--- config.mk ---
export PLATFORM = sky130hd
export DESIGN_NAME = mips_mc_control_flat
export DESIGN_NICKNAME = d
export VERILOG_FILES = /design/src/rtl/mips_mc_control_if.sv /design/src/rtl/mips_mc_control.sv /design/src/flat_wrapper.sv
export SDC_FILE = /design/constraint.sdc
export NUM_CORES = 1
export LEC_CHECK = 0
export ABC_AREA = 1
export BUFFER_PORTS_ARGS = -buffer_cell sky130_fd_sc_hd__buf_2
export CAP_MARGIN = 30
export CORE_ASPECT_RATIO = 0.6
export CORE_MARGIN = 2
export CORE_UTILIZATION = 38
export DETAILED_ROUTE_END_ITERATION = 10
export PLACE_DENSITY = 0.87
export SYNTH_ARGS = -nofsm -noshare
export SYNTH_HDL_FRONTEND = slang
export SYNTH_SLANG_ARGS = --single-unit
--- constraint.sdc ---
create_clock -name clk -period 1.4 [get_ports clk]
set_clock_uncertainty 0.15 [all_clocks]
set_input_delay 0.07 -clock clk [delete_from_list [all_inputs] [get_ports clk]]
set_output_delay 0.07 -clock clk [all_outputs]
set_load 0.1 [all_outputs]
--- src/rtl/mips_mc_control_if.sv ---
// mips_mc_control_if: control bus (master=control unit: in start/instr/mem_waitrequest/pc_zero[/md_busy], out strobes, muxes, alu_op, branch_type[, md_start/md_op/hilo_sel]; md signals only with MIPS_MC_MULTDIV_EN)
interface mips_mc_control_if #(parameter int ALUOP_W = 4);
  logic start, mem_waitrequest, pc_zero, active, illegal, ir_write, pc_write, pc_write_cond;
  logic iord, mem_read, mem_write, reg_write, alu_src_a, imm_zext;
  logic [31:0] instr;
  logic [1:0] pc_src, reg_dst, mem_to_reg, alu_src_b;
  logic [2:0] branch_type;
  logic [ALUOP_W-1:0] alu_op;
`ifdef MIPS_MC_MULTDIV_EN
  logic md_busy, md_start, hilo_sel;
  logic [1:0] md_op;
  modport master(
    input start, instr, mem_waitrequest, pc_zero, md_busy,
    output active, illegal, ir_write, pc_write, pc_write_cond, pc_src, iord, mem_read, mem_write,
    reg_write, reg_dst, mem_to_reg, alu_src_a, alu_src_b, imm_zext, alu_op, branch_type, md_start, md_op, hilo_sel
  );
  modport slave(
    output start, instr, mem_waitrequest, pc_zero, md_busy,
    input active, illegal, ir_write, pc_write, pc_write_cond, pc_src, iord, mem_read, mem_write,
    reg_write, reg_dst, mem_to_reg, alu_src_a, alu_src_b, imm_zext, alu_op, branch_type, md_start, md_op, hilo_sel
  );
`else
  modport master(
    input start, instr, mem_waitrequest, pc_zero,
    output active, illegal, ir_write, pc_write, pc_write_cond, pc_src, iord, mem_read, mem_write,
    reg_write, reg_dst, mem_to_reg, alu_src_a, alu_src_b, imm_zext, alu_op, branch_type
  );
  modport slave(
    output start, instr, mem_waitrequest, pc_zero,
    input active, illegal, ir_write, pc_write, pc_write_cond, pc_src, iord, mem_read, mem_write,
    reg_write, reg_dst, mem_to_reg, alu_src_a, alu_src_b, imm_zext, alu_op, branch_type
  );
`endif
endinterface

--- src/rtl/mips_mc_control.sv ---
// mips_mc_control: multicycle MIPS control FSM with wait states, illegal trap, pc-zero halt (ports clk, reset, bus master; optional MIPS_MC_MULTDIV_EN adds HI/LO sequencing)
module mips_mc_control #(
  parameter int START_ON_RESET  = 1,
  parameter int HALT_ON_ILLEGAL = 0,
  parameter int ALUOP_W         = 4
) (
  input logic clk,
  input logic reset,
  mips_mc_control_if.master bus
);
`ifdef MIPS_MC_MULTDIV_EN
  typedef enum logic [2:0] {HALTED, FETCH, DECODE, EXEC_1, EXEC_2, EXEC_3, MD_WAIT} state_t;
`else
  typedef enum logic [2:0] {HALTED, FETCH, DECODE, EXEC_1, EXEC_2, EXEC_3} state_t;
`endif
  state_t st, nxt;
  logic [5:0] op, fn;
  logic is_r, r_alu, i_alu, is_lw, is_sw, is_br, is_j, is_jal, is_jr, is_jalr, is_md, is_mf, legal, unused;
  logic [3:0] r_op, i_op;
  assign op = bus.instr[31:26];
  assign fn = bus.instr[5:0];
  assign unused = ^bus.instr[25:6];
  assign is_r = op == 6'h00;
  assign r_alu = is_r && (fn inside {6'h00, 6'h02, 6'h03, 6'h04, 6'h06, 6'h07, 6'h21, 6'h23, 6'h24, 6'h25, 6'h26, 6'h2a, 6'h2b});
  assign is_jr = is_r && fn == 6'h08;
  assign is_jalr = is_r && fn == 6'h09;
  assign i_alu = op inside {[6'h09:6'h0f]};
  assign is_lw = op == 6'h23;
  assign is_sw = op == 6'h2b;
  assign is_br = op inside {[6'h04:6'h07]};
  assign is_j = op == 6'h02;
  assign is_jal = op == 6'h03;
`ifdef MIPS_MC_MULTDIV_EN
  assign is_md = is_r && (fn inside {[6'h18:6'h1b]});
  assign is_mf = is_r && (fn == 6'h10 || fn == 6'h12);
`else
  assign is_md = 1'b0;
  assign is_mf = 1'b0;
`endif
  assign legal = r_alu | i_alu | is_lw | is_sw | is_br | is_j | is_jal | is_jr | is_jalr | is_md | is_mf;
  assign r_op = fn == 6'h23 ? 4'd1 : fn == 6'h24 ? 4'd2 : fn == 6'h25 ? 4'd3 : fn == 6'h26 ? 4'd4 :
                fn == 6'h2a ? 4'd5 : fn == 6'h2b ? 4'd6 : (fn inside {6'h00, 6'h04}) ? 4'd7 :
                (fn inside {6'h02, 6'h06}) ? 4'd8 : (fn inside {6'h03, 6'h07}) ? 4'd9 : 4'd0;
  assign i_op = op == 6'h0a ? 4'd5 : op == 6'h0b ? 4'd6 : op == 6'h0c ? 4'd2 : op == 6'h0d ? 4'd3 :
                op == 6'h0e ? 4'd4 : op == 6'h0f ? 4'd10 : 4'd0;
  always_ff @(posedge clk)
    if (reset) st <= START_ON_RESET != 0 ? FETCH : HALTED;
    else st <= nxt;
  always_comb begin
    nxt = st;
    bus.active = 1'b1;
    bus.illegal = 1'b0;
    bus.ir_write = 1'b0;
    bus.pc_write = 1'b0;
    bus.pc_write_cond = 1'b0;
    bus.pc_src = 2'd0;
    bus.iord = 1'b0;
    bus.mem_read = 1'b0;
    bus.mem_write = 1'b0;
    bus.reg_write = 1'b0;
    bus.reg_dst = 2'd0;
    bus.mem_to_reg = 2'd0;
    bus.alu_src_a = 1'b0;
    bus.alu_src_b = 2'd0;
    bus.imm_zext = 1'b0;
    bus.alu_op = '0;
    bus.branch_type = 3'd0;
`ifdef MIPS_MC_MULTDIV_EN
    bus.md_start = 1'b0;
    bus.md_op = 2'd0;
    bus.hilo_sel = 1'b0;
`endif
    case (st)
      HALTED: begin
        bus.active = 1'b0;
        nxt = bus.start ? FETCH : HALTED;
      end
      FETCH:
        if (bus.pc_zero) nxt = HALTED;
        else begin
          bus.mem_read = 1'b1;
          if (!bus.mem_waitrequest) begin
            bus.ir_write = 1'b1;
            bus.pc_write = 1'b1;
            bus.alu_src_b = 2'd1;
            nxt = DECODE;
          end
        end
      DECODE: begin
        bus.alu_src_b = 2'd3;
        bus.illegal = !legal;
`ifdef MIPS_MC_MULTDIV_EN
        nxt = !legal ? (HALT_ON_ILLEGAL != 0 ? HALTED : FETCH) : (is_mf && bus.md_busy) ? MD_WAIT : EXEC_1;
`else
        nxt = !legal ? (HALT_ON_ILLEGAL != 0 ? HALTED : FETCH) : EXEC_1;
`endif
      end
      EXEC_1: begin
        nxt = FETCH;
        if (r_alu) begin
          bus.alu_src_a = 1'b1;
          bus.alu_op = ALUOP_W'(r_op);
          nxt = EXEC_2;
        end else if (i_alu || is_lw || is_sw) begin
          bus.alu_src_a = 1'b1;
          bus.alu_src_b = 2'd2;
          bus.alu_op = i_alu ? ALUOP_W'(i_op) : '0;
          bus.imm_zext = op inside {6'h0c, 6'h0d, 6'h0e};
          nxt = EXEC_2;
        end else if (is_br) begin
          bus.alu_src_a = 1'b1;
          bus.alu_op = ALUOP_W'(1);
          bus.pc_write_cond = 1'b1;
          bus.pc_src = 2'd1;
          bus.branch_type = {1'b0, op[1], op[1] ^ op[0]};
        end else if (is_j || is_jal || is_jr || is_jalr) begin
          bus.pc_src = (is_j || is_jal) ? 2'd2 : 2'd3;
          bus.pc_write = 1'b1;
          bus.reg_write = is_jal || is_jalr;
          bus.reg_dst = is_jal ? 2'd2 : is_jalr ? 2'd1 : 2'd0;
          bus.mem_to_reg = (is_jal || is_jalr) ? 2'd2 : 2'd0;
        end
`ifdef MIPS_MC_MULTDIV_EN
        else if (is_md) begin
          bus.md_start = 1'b1;
          bus.md_op = fn[1:0];
          nxt = MD_WAIT;
        end else if (is_mf) begin
          bus.reg_dst = 2'd1;
          bus.mem_to_reg = 2'd3;
          bus.hilo_sel = ~fn[1];
          bus.reg_write = 1'b1;
        end
`endif
      end
      EXEC_2:
        if (is_lw || is_sw) begin
          bus.iord = 1'b1;
          bus.mem_read = is_lw;
          bus.mem_write = is_sw;
          if (!bus.mem_waitrequest) nxt = is_lw ? EXEC_3 : FETCH;
        end else begin
          bus.reg_dst = r_alu ? 2'd1 : 2'd0;
          bus.reg_write = 1'b1;
          nxt = FETCH;
        end
      EXEC_3: begin
        bus.mem_to_reg = 2'd1;
        bus.reg_write = 1'b1;
        nxt = FETCH;
      end
`ifdef MIPS_MC_MULTDIV_EN
      MD_WAIT: nxt = bus.md_busy ? MD_WAIT : is_mf ? EXEC_1 : FETCH;
`endif
      default: nxt = FETCH;
    endcase
    if (reset) begin
      bus.illegal = 1'b0;
      bus.ir_write = 1'b0;
      bus.pc_write = 1'b0;
      bus.pc_write_cond = 1'b0;
      bus.mem_read = 1'b0;
      bus.mem_write = 1'b0;
      bus.reg_write = 1'b0;
`ifdef MIPS_MC_MULTDIV_EN
      bus.md_start = 1'b0;
`endif
    end
  end
endmodule

--- src/flat_wrapper.sv ---
// flat-port wrapper written by rule: the top's interface ports become plain ports
module mips_mc_control_flat 
#(
  parameter int START_ON_RESET  = 1,
  parameter int HALT_ON_ILLEGAL = 0,
  parameter int ALUOP_W         = 4
)
  (clk, reset, bus_start, bus_instr, bus_mem_waitrequest, bus_pc_zero, bus_active, bus_illegal, bus_ir_write, bus_pc_write, bus_pc_write_cond, bus_pc_src, bus_iord, bus_mem_read, bus_mem_write, bus_reg_write, bus_reg_dst, bus_mem_to_reg, bus_alu_src_a, bus_alu_src_b, bus_imm_zext, bus_alu_op, bus_branch_type);
  mips_mc_control_if #(.ALUOP_W(ALUOP_W)) bus_i ();
  input logic clk;
  input logic reset;
  input wire logic [$bits(bus_i.start)-1:0] bus_start;
  input wire logic [$bits(bus_i.instr)-1:0] bus_instr;
  input wire logic [$bits(bus_i.mem_waitrequest)-1:0] bus_mem_waitrequest;
  input wire logic [$bits(bus_i.pc_zero)-1:0] bus_pc_zero;
  output wire logic [$bits(bus_i.active)-1:0] bus_active;
  output wire logic [$bits(bus_i.illegal)-1:0] bus_illegal;
  output wire logic [$bits(bus_i.ir_write)-1:0] bus_ir_write;
  output wire logic [$bits(bus_i.pc_write)-1:0] bus_pc_write;
  output wire logic [$bits(bus_i.pc_write_cond)-1:0] bus_pc_write_cond;
  output wire logic [$bits(bus_i.pc_src)-1:0] bus_pc_src;
  output wire logic [$bits(bus_i.iord)-1:0] bus_iord;
  output wire logic [$bits(bus_i.mem_read)-1:0] bus_mem_read;
  output wire logic [$bits(bus_i.mem_write)-1:0] bus_mem_write;
  output wire logic [$bits(bus_i.reg_write)-1:0] bus_reg_write;
  output wire logic [$bits(bus_i.reg_dst)-1:0] bus_reg_dst;
  output wire logic [$bits(bus_i.mem_to_reg)-1:0] bus_mem_to_reg;
  output wire logic [$bits(bus_i.alu_src_a)-1:0] bus_alu_src_a;
  output wire logic [$bits(bus_i.alu_src_b)-1:0] bus_alu_src_b;
  output wire logic [$bits(bus_i.imm_zext)-1:0] bus_imm_zext;
  output wire logic [$bits(bus_i.alu_op)-1:0] bus_alu_op;
  output wire logic [$bits(bus_i.branch_type)-1:0] bus_branch_type;
  assign bus_i.start = bus_start;
  assign bus_i.instr = bus_instr;
  assign bus_i.mem_waitrequest = bus_mem_waitrequest;
  assign bus_i.pc_zero = bus_pc_zero;
  assign bus_active = bus_i.active;
  assign bus_illegal = bus_i.illegal;
  assign bus_ir_write = bus_i.ir_write;
  assign bus_pc_write = bus_i.pc_write;
  assign bus_pc_write_cond = bus_i.pc_write_cond;
  assign bus_pc_src = bus_i.pc_src;
  assign bus_iord = bus_i.iord;
  assign bus_mem_read = bus_i.mem_read;
  assign bus_mem_write = bus_i.mem_write;
  assign bus_reg_write = bus_i.reg_write;
  assign bus_reg_dst = bus_i.reg_dst;
  assign bus_mem_to_reg = bus_i.mem_to_reg;
  assign bus_alu_src_a = bus_i.alu_src_a;
  assign bus_alu_src_b = bus_i.alu_src_b;
  assign bus_imm_zext = bus_i.imm_zext;
  assign bus_alu_op = bus_i.alu_op;
  assign bus_branch_type = bus_i.branch_type;
  mips_mc_control #(.START_ON_RESET(START_ON_RESET), .HALT_ON_ILLEGAL(HALT_ON_ILLEGAL), .ALUOP_W(ALUOP_W)) u_core (.clk(clk), .reset(reset), .bus(bus_i));
endmodule
==> results of run 1 <==
-- cell families after synthesis --
family,Yosys count
compound gates,26
buf+inv,33
simple gates,111
other cells,1
flops,3
fa+ha+maj,5
-- metrics by stage --
step	hold WS, ns	TNS, ns	cells	area [µm²]
after floorplan	0.0977	-8.26	179	1530
after global placement	0.221	-5.36	306	2560
==> results.json, run 1 <==
{
  "outcome": "did not finish",
  "stop_stage": "detailed placement",
  "toolErrorMsg": "[ERROR DPL-0038] Utilization greater than 100%, impossible to legalize",
  "synth_area_per_cell_um2": 5.36,
  "synth_compound_area_share_pct": 16.2,
  "synth_adder_area_share_pct": 6.52,
  "synth_ff_type": "dfxtp_1",
  "synthDistinctLibCells": 28,
  "synth_seq_area_share_pct": 6.26,
  "post-synth-top-count-cell": "nand2_1",
  "postSynthCellCount": 179,
  "synth_area_leader_cell": "nand2_1",
  "syn-num-nets": 221,
  "synth_commonest_cells": "nand2_1, nor2_1, inv_1",
  "die_height_um": 42.9,
  "gp_congestion": 1.00,
  "synth_top_family_by_area": "simple AND/OR/NAND/NOR gates",
  "num_rows": 14,
  "synth_edf_count": 0,
  "synth_top_area_share_pct": 13.3,
  "async_reset_ff_share_pct": 0,
  "dieWidth_um": 68.9,
  "synth-simple-area-share_pct": 57.4,
  "numPortBuffers": 41,
  "pin_count": 63,
  "synthXorXnorAreaFrac_pct": 0,
  "synth-seq-cells": 3,
  "synth.area.top_cells": "nand2_1, nor2_1, inv_1",
  "synth_mux_area_share_pct": 0,
  "initial_utilization_pct": 39.1,
  "netlist_area_um2": 960,
  "ys_warn_count": 0
}
==> inputs of run 2 (changes only) <==
- CORE_AREA: not set -> 2 2 63 65
- CORE_ASPECT_RATIO: 0.6 -> not set
- CORE_MARGIN: 2 -> not set
- CORE_UTILIZATION: 38 -> not set
- DIE_AREA: not set -> 0 0 65 67
- PLACE_DENSITY: 0.87 -> not set
- PLACE_DENSITY_LB_ADDON: not set -> 0.15
- clock period: 1.4 -> 1.8 ns (I/O delays scaled with it)
==> results.json, run 2 <==
{
  "drt-total-wl_um": 3720,
  "dr.pass1.iters": 6,
  "min_path_type": "in -> reg",
  "synth_commonest_cells": "nand2_1, nor2_1, inv_1",
  "crit_path_cell_trace": "inv_8, nor3_4, inv_1, nor2_2, inv_2, or2_4, a21oi_4, buf_12",
  "synth_seq_area_share_pct": 6.26,
  "cts_tree": "done",
  "largest_reg_flops": 3,
  "initial_utilization_pct": 26.6,
  "synth_top_area_share_pct": 13.3,
  "synthDistinctLibCells": 28,
  "drc": 0,
  "final_common_cell": "buf_4",
  "drtIter0Drc": 44,
  "critPathTopFamily": "simple AND/OR/NAND/NOR gates",
  "grt_pass1_wl_um": 5640,
  "outcome": "finished, violations left",
  "p_leak_nw": 1.04,
  "worst_path_largest_cell_delay_ns": 0.39,
  "viasPerCell": 4.79,
  "fill_cells": 297,
  "synth_ff_type": "dfxtp_1",
  "die_height_um": 67,
  "cts_made_buffers": 3,
  "fin_nets": 299,
  "dieArea_mm2": 0.00436,
  "rsz0062_at_grt": "true",
  "area_growth_pct": 152,
  "synth_edf_count": 0,
  "ff2ff_path_depth": 8,
  "grt.total_usage_pct": 16.4,
  "antenna_found_initial": 0,
  "holdPathEnd": "u_core.st[1]",
  "synth.area.top_cells": "nand2_1, nor2_1, inv_1",
  "cts_sinks": 3,
  "slew_viol_final": 0,
  "async_reset_ff_share_pct": 0,
  "htreeDepth": 1,
  "failed_checks": "negative setup slack",
  "crit_type": "reg -> out",
  "power.density_mw_per_mm2": 311,
  "crit_path_top_delay_cell": "dfxtp_4",
  "clock_latency_ns": 0.23,
  "r2r_setup_slack_ns": 0.20,
  "dieWidth_um": 65,
  "start_kind": "register",
  "pin_count": 63,
  "numPortBuffers": 41,
  "clock_path_buffers": 2,
  "hold_depth": 4,
  "cp.required_ns": 1.56,
  "ir_drop_mv": 0.418,
  "fmax_mhz": 543,
  "largest-register": "u_core.st",
  "ys_warn_count": 0,
  "num_antenna_cells": 0,
  "ant_nets": 0,
  "worst-path-buf-inv": 4,
  "path_max_fanout": 4,
  "grt_pass1_vias": 1306,
  "post-synth-top-count-cell": "nand2_1",
  "netlist_area_um2": 960,
  "final_cell_area_mm2": 0.00242,
  "timing.max_cap.violations": 0,
  "reg_top3": "u_core.st (3)",
  "ctsHoldBuffers": 0,
  "gp_congestion": 0.858,
  "cp.arrival_ns": 1.60,
  "post-route-period-util_pct": 102,
  "crit_path_end_kind": "output pin",
  "mostFrequentLayoutCells": "buf_4, nand2_1, buf_12",
  "utilization_pct": 67.1,
  "final-setup-viol-count": 1,
  "syn-num-nets": 221,
  "synth-seq-cells": 3,
  "drive_gt1_share_pct": 67.6,
  "vias": 1457,
  "r2r_end": "u_core.st[2]",
  "hold_viol": 0,
  "min_period_ns": 1.84,
  "clockRootBuffer": "clkbuf_8",
  "hold_path_startpoint": "bus_mem_waitrequest",
  "placed_area_mm2": 0.00211,
  "postSynthCellCount": 179,
  "grt-ovfl-total": 0,
  "synth_area_leader_cell": "nand2_1",
  "clkTransAtPathRegs_ns": 0.04,
  "coreArea_mm2": 0.00361,
  "reg2reg_from": "u_core.st[0]",
  "num_rows": 22,
  "synth_area_per_cell_um2": 5.36,
  "fin_ws_ns": -0.0421,
  "grt_max_degree": 11,
  "dp_hpwl_um": 2780,
  "avgRoutedWirePerCell_um": 12.2
}
## run 2: cell counts after synthesis
Identical to the previous run, type by type.
## run 2: metrics by stage
step           setup TNS (ns)  power (mW)  hold slack, ns  instances  setup slack, ns
2_1_floorplan           -1.15       0.361           0.118        179           -0.381
3_3_place_gp                0       0.478           0.247        283          0.00456
3_5_place_dp                0       0.480           0.253        283          0.00764
4_1_cts               -0.0400       0.704          0.0205        291          -0.0400
5_1_grt                -0.464       0.792          0.0615        304           -0.109
6_report              -0.0421       0.752          0.0220        304          -0.0421
## run 2: how the worst max path moves through the flow
stage	start	endpoint	slack (ns)	cells after the start
6_report	u_core.st[0]	bus_pc_write	-0.04	8
5_1_grt	u_core.st[0]	bus_pc_write	-0.11	8
4_1_cts	u_core.st[0]	bus_pc_write	-0.04	8
3_5_place_dp	bus_instr[27]	bus_alu_op[1]	0.008	14
3_3_place_gp	bus_instr[3]	bus_alu_op[1]	0.005	14
2_1_floorplan	u_core.st[0]	bus_reg_write	-0.38	4
## run 2: power breakdown
group / internal, mW / switching, mW
registers: 0.0709 / 0.0123
logic: 0.164 / 0.294
clock network: 0.152 / 0.0587
total: 0.387 / 0.365
## run 2: timing repair
action                                  4_1_cts  5_1_grt
endpoints found under the setup margin       10       17
pin swaps                                     2       14
gates cloned                                  0        0
hold endpoints to repair                      0        0
gates resized for setup                       3       34
buffers inserted                              4       14
## run 2: per-layer routing
metal,routed length (µm),GRT usage (%),vias up
li1,-,-,742
met1,1560,20.2,671
met3,171,3.04,2
met4,17,2.39,0
met2,1970,30.0,42
met5,0,0,-
## run 2: final cells by class
cell class | count | area (µm²) | share of cell area [%]
well taps | 48 | 60.1 | 2.48
repair buffers | 75 | 842 | 34.8
inverters | 31 | 154 | 6.36
flip-flops and latches | 3 | 71.3 | 2.95
clock buffers | 4 | 45.0 | 1.86
multi-input cells | 143 | 1250 | 51.6
## run 2: worst min-delay path: stages
cell and delay, ns:
buf_2 0.09, o21ai_2 0.07, nand2_1 0.07, nor2_1 0.03
## run 2: logic make-up (layout without fill, tap and decap cells)
family | after synthesis | in the layout | synth area share, %
buffers and inverters | 33 | 110 | 13.3
other | 1 | 1 | 0.391
AO/OA/AOI/OAI | 26 | 26 | 16.2
AND/OR/NAND/NOR | 111 | 111 | 57.4
adder cells (fa/ha/maj) | 5 | 5 | 6.52
flip-flops | 3 | 3 | 6.26
No activity file was read; power rests on OpenSTA's default activity.
==> inputs of run 3 (changes only) <==
- MAX_ROUTING_LAYER: not set -> met4
==> results.json, run 3 (synthesis results as in run 2) <==
{
  "start_kind": "register",
  "fmax_mhz": 543,
  "ant_nets": 0,
  "gp_congestion": 0.872,
  "busiest_layer": "met2",
  "ir_drop_mv": 0.418,
  "fin_setup_tns_ns": -0.0421,
  "grt_max_degree": 11,
  "die_height_um": 67,
  "path_max_fanout": 4,
  "largest_reg_flops": 3,
  "outcome": "finished, violations left",
  "dp_slack_ns": 0.00764,
  "utilization_pct": 67.1,
  "pwr-share-comb_pct": 60.9,
  "cp.required_ns": 1.56,
  "cts_sinks": 3,
  "mostFrequentLayoutCells": "buf_4, nand2_1, buf_12",
  "final-setup-viol-count": 1,
  "num_rows": 22,
  "drc": 0,
  "r2r_setup_slack_ns": 0.20,
  "htreeDepth": 1,
  "p_leak_nw": 1.04,
  "clock_latency_ns": 0.23,
  "dp_hpwl_um": 2780,
  "p_int_uw": 387,
  "viasPerCell": 4.79,
  "grt-ovfl-total": 0,
  "avgRoutedWirePerCell_um": 12.2,
  "dr.pass1.iters": 6,
  "area_growth_pct": 152,
  "holdPathEnd": "u_core.st[1]",
  "drt-total-wl_um": 3720,
  "rsz0062_at_grt": "true",
  "min_period_ns": 1.84,
  "power.density_mw_per_mm2": 311,
  "antenna_found_initial": 0,
  "final_common_cell": "buf_4",
  "grt.total_usage_pct": 16.8,
  "coreArea_mm2": 0.00361,
  "cp.arrival_ns": 1.60,
  "reg2reg_from": "u_core.st[0]",
  "reg_top3": "u_core.st (3)",
  "timing.max_cap.violations": 0,
  "grt_use_met3_pct": 2.36,
  "ff2ff_path_depth": 8,
  "initial_utilization_pct": 26.6,
  "power_frac_clock_pct": 28.0,
  "pin_count": 63,
  "grt_pass1_vias": 1306,
  "regArea_um2": 71.3,
  "dieWidth_um": 65,
  "fin_ws_ns": -0.0421,
  "fin_nets": 299,
  "clkTransAtPathRegs_ns": 0.04,
  "cts_made_buffers": 3,
  "dieArea_mm2": 0.00436,
  "swShare_pct": 48.5,
  "hold_viol": 0,
  "cts_tree": "done",
  "numPortBuffers": 41,
  "vias": 1457,
  "clockRootBuffer": "clkbuf_8",
  "r2r_end": "u_core.st[2]",
  "drtIter0Drc": 61,
  "hold_path_startpoint": "bus_mem_waitrequest",
  "min_path_type": "in -> reg",
  "power_switching_uw": 365,
  "post-route-period-util_pct": 102,
  "hold_depth": 4,
  "grtUsageMet1_pct": 20.6,
  "largest-register": "u_core.st",
  "crit_path_end_kind": "output pin",
  "slew_viol_final": 0,
  "drive_gt1_share_pct": 67.6,
  "seqPwrFrac_pct": 11.1,
  "failed_checks": "negative setup slack",
  "startpoint": "u_core.st[0]",
  "crit_type": "reg -> out",
  "grt_pass1_wl_um": 5640,
  "holdWs_ns": 0.0220,
  "fill_cells": 297,
  "grt_use_met2_pct": 30.0,
  "num_antenna_cells": 0,
  "clock_path_buffers": 2,
  "multi_input_area_mm2": 0.00125
}
-- run 3: cell counts in the layout (fill, tap and decap cells not counted) --
Identical to the previous run, type by type.
-- run 3: worst max-delay path, stage by stage, from the launching register on --
cell	delay [ns]
dfxtp_4	0.39
inv_8	0.05
nor3_4	0.10
inv_1	0.06
nor2_2	0.11
inv_2	0.05
or2_4	0.26
a21oi_4	0.15
buf_12	0.19
-- run 3: repair_timing --
action / in CTS / in global routing
pin swaps: 2 / 14
setup buffers: 4 / 14
gates resized for setup: 3 / 34
hold buffers: 0 / 0
endpoints found under the setup margin: 10 / 17
-- run 3: worst max-delay path by stage --
stage | slack (ns) | end
floorplan | -0.38 | bus_reg_write
global placement | 0.005 | bus_alu_op[1]
detailed placement | 0.008 | bus_alu_op[1]
CTS | -0.04 | bus_pc_write
global route | -0.11 | bus_pc_write
finish | -0.04 | bus_pc_write
-- run 3: metrics by stage --
step	power, mW	area [µm²]	instances
after floorplan	0.361	1390	179
after global placement	0.478	2110	283
after detailed placement	0.480	2110	283
after CTS	0.704	2200	291
after global routing	0.792	2420	304
final	0.752	2420	304
-- run 3: routing by layer --
metal | wire (µm) | share of wire (%)
met5 | 0 | 0
met1 | 1580 | 43
met3 | 145 | 3.9
met4 | 17 | 0.46
met2 | 1970 | 53
-- run 3: area by class of cell --
class,instances,area share [%]
Clock buffer,4,1.86
Inverter,31,6.36
Multi-Input combinational cell,143,51.6
Sequential cell,3,2.95
Tap cell,48,2.48
Timing Repair Buffer,75,34.8
-- run 3: power groups by stage --
stage	combinational [mW]	sequential (mW)	clock (mW)
after floorplan	0.279	0.0824	0
after global placement	0.394	0.0836	0
after detailed placement	0.397	0.0837	0
after CTS	0.407	0.0832	0.213
after global routing	0.485	0.0837	0.223
final	0.458	0.0832	0.211
==> inputs of run 4 (changes only) <==
- CTS_BUF_LIST: not set -> sky130_fd_sc_hd__clkbuf_16
- SKIP_CTS_REPAIR_TIMING: not set -> 1
==> results.json, run 4 (synthesis results as in run 2) <==
{
  "power.density_mw_per_mm2": 366,
  "reg_top3": "u_core.st (3)",
  "ir_drop_mv": 0.583,
  "numPortBuffers": 41,
  "clockRootBuffer": "clkbuf_16",
  "clock_latency_ns": 0.23,
  "cp.arrival_ns": 1.65,
  "num_rows": 22,
  "fmax_mhz": 528,
  "viasPerCell": 4.83,
  "dieArea_mm2": 0.00436,
  "outcome": "finished, violations left",
  "vias": 1469,
  "crit_path_end_kind": "output pin",
  "crit_path_top_delay_cell": "dfxtp_2",
  "busiest_layer": "met2",
  "coreArea_mm2": 0.00361,
  "gp_congestion": 0.872,
  "fill_cells": 303,
  "pin_count": 63,
  "die_height_um": 67,
  "ant_nets": 0,
  "grt_pass1_wl_um": 5550,
  "cp.required_ns": 1.56,
  "path_max_fanout": 5,
  "holdPathEnd": "u_core.st[1]",
  "grt_pass1_vias": 1275,
  "drt-total-wl_um": 3920,
  "clock_path_buffers": 2,
  "timing.max_cap.violations": 0,
  "start_kind": "register",
  "min_path_type": "in -> reg",
  "cts_sinks": 3,
  "r2r_end": "u_core.st[2]",
  "final-setup-viol-count": 3,
  "avgRoutedWirePerCell_um": 12.9,
  "num_antenna_cells": 0,
  "mostFrequentLayoutCells": "buf_4, nand2_1, buf_12",
  "initial_utilization_pct": 26.6,
  "crit_type": "reg -> out",
  "rsz0062_at_grt": "true",
  "largest_reg_flops": 3,
  "regArea_um2": 68.8,
  "p_leak_nw": 1.04,
  "grtUsageMet1_pct": 20.9,
  "dp_slack_ns": 0.00764,
  "htreeDepth": 1,
  "cts_made_buffers": 3,
  "area_growth_pct": 155,
  "reg2reg_from": "u_core.st[0]",
  "min_period_ns": 1.89,
  "hold_path_startpoint": "bus_mem_waitrequest",
  "multi_input_area_mm2": 0.00126,
  "fin_ws_ns": -0.0937,
  "slew_viol_final": 0,
  "dp_hpwl_um": 2780,
  "hold_depth": 4,
  "p_total_uw": 898,
  "crit_path_cell_trace": "nor3_2, inv_1, nor2_2, inv_2, or2_4, a21oi_4, buf_12",
  "r2r_setup_slack_ns": 0.31,
  "fin_nets": 299,
  "utilization_pct": 68.0,
  "grt.total_usage_pct": 16.5,
  "ff2ff_path_depth": 7,
  "failed_checks": "negative setup slack",
  "grt_use_met3_pct": 2.36,
  "worst_path_largest_cell_delay_ns": 0.36,
  "hold_viol": 0,
  "grt_use_met2_pct": 28.9,
  "final_common_cell": "buf_4",
  "dr.pass1.iters": 4,
  "drive_gt1_share_pct": 68.0,
  "drc": 0,
  "largest-register": "u_core.st",
  "clkTransAtPathRegs_ns": 0.03,
  "antenna_found_initial": 0,
  "cts_tree": "done",
  "drtIter0Drc": 75,
  "post-route-period-util_pct": 105,
  "grt-ovfl-total": 0,
  "grt_max_degree": 11,
  "dieWidth_um": 65
}
run 4: cell count changes in the layout (fill, tap and decap cells not counted), moves of 2 or more:
cell and change:
nor2_2 -2, clkbuf_8 -3, inv_2 +2, nor3_2 +2
clkbuf_16 +3, buf_6 +2, nor2_1 +2
run 4: stage by stage:
stage / TNS (ns) / hold slack (ns) / cells / instance area (µm²)
after global placement: 0 / 0.247 / 283 / 2110
after global routing: -0.615 / 0.0772 / 304 / 2450
final: -0.152 / 0.0402 / 304 / 2450
after floorplan: -1.15 / 0.118 / 179 / 1390
after detailed placement: 0 / 0.253 / 283 / 2110
after CTS: -0.556 / 0.0415 / 287 / 2190
run 4: layout make-up:
class / instances / share of cell area [%]
clock inverters: 1 / 0.153
repair inverters: 1 / 0.357
multi-input cells: 143 / 51.6
repair buffers: 74 / 33.6
clock buffers: 3 / 3.06
well taps: 48 / 2.45
flip-flops and latches: 3 / 2.81
inverters: 31 / 5.97
run 4: where the power goes:
part           internal, mW  switching [mW]  leakage (nW)
clock                 0.287          0.0648        0.0423
combinational         0.163           0.301         0.976
sequential           0.0715          0.0107        0.0261
total                 0.521           0.377          1.04
run 4: critical path, delay by kind of cell (launching register included):
family,cells,cell delay (ns)
AOI/OAI and AO/OA,1,0.18
DFF,1,0.36
and+or+nand+nor,3,0.57
buffers and inverters,3,0.30
run 4: worst max path at each step:
stage                   from       endpoint  cells after the start
3_3_place_gp    bus_instr[3]  bus_alu_op[1]                     14
5_1_grt         u_core.st[0]   bus_pc_write                      8
2_1_floorplan   u_core.st[0]  bus_reg_write                      4
6_report        u_core.st[1]   bus_pc_write                      7
3_5_place_dp   bus_instr[27]  bus_alu_op[1]                     14
4_1_cts         u_core.st[0]   bus_pc_write                      8
run 4: routing by layer:
metal,up-vias,wire [µm]
met1,670,1610
met4,0,30
met5,-,0
li1,737,-
met2,58,2090
met3,4,179
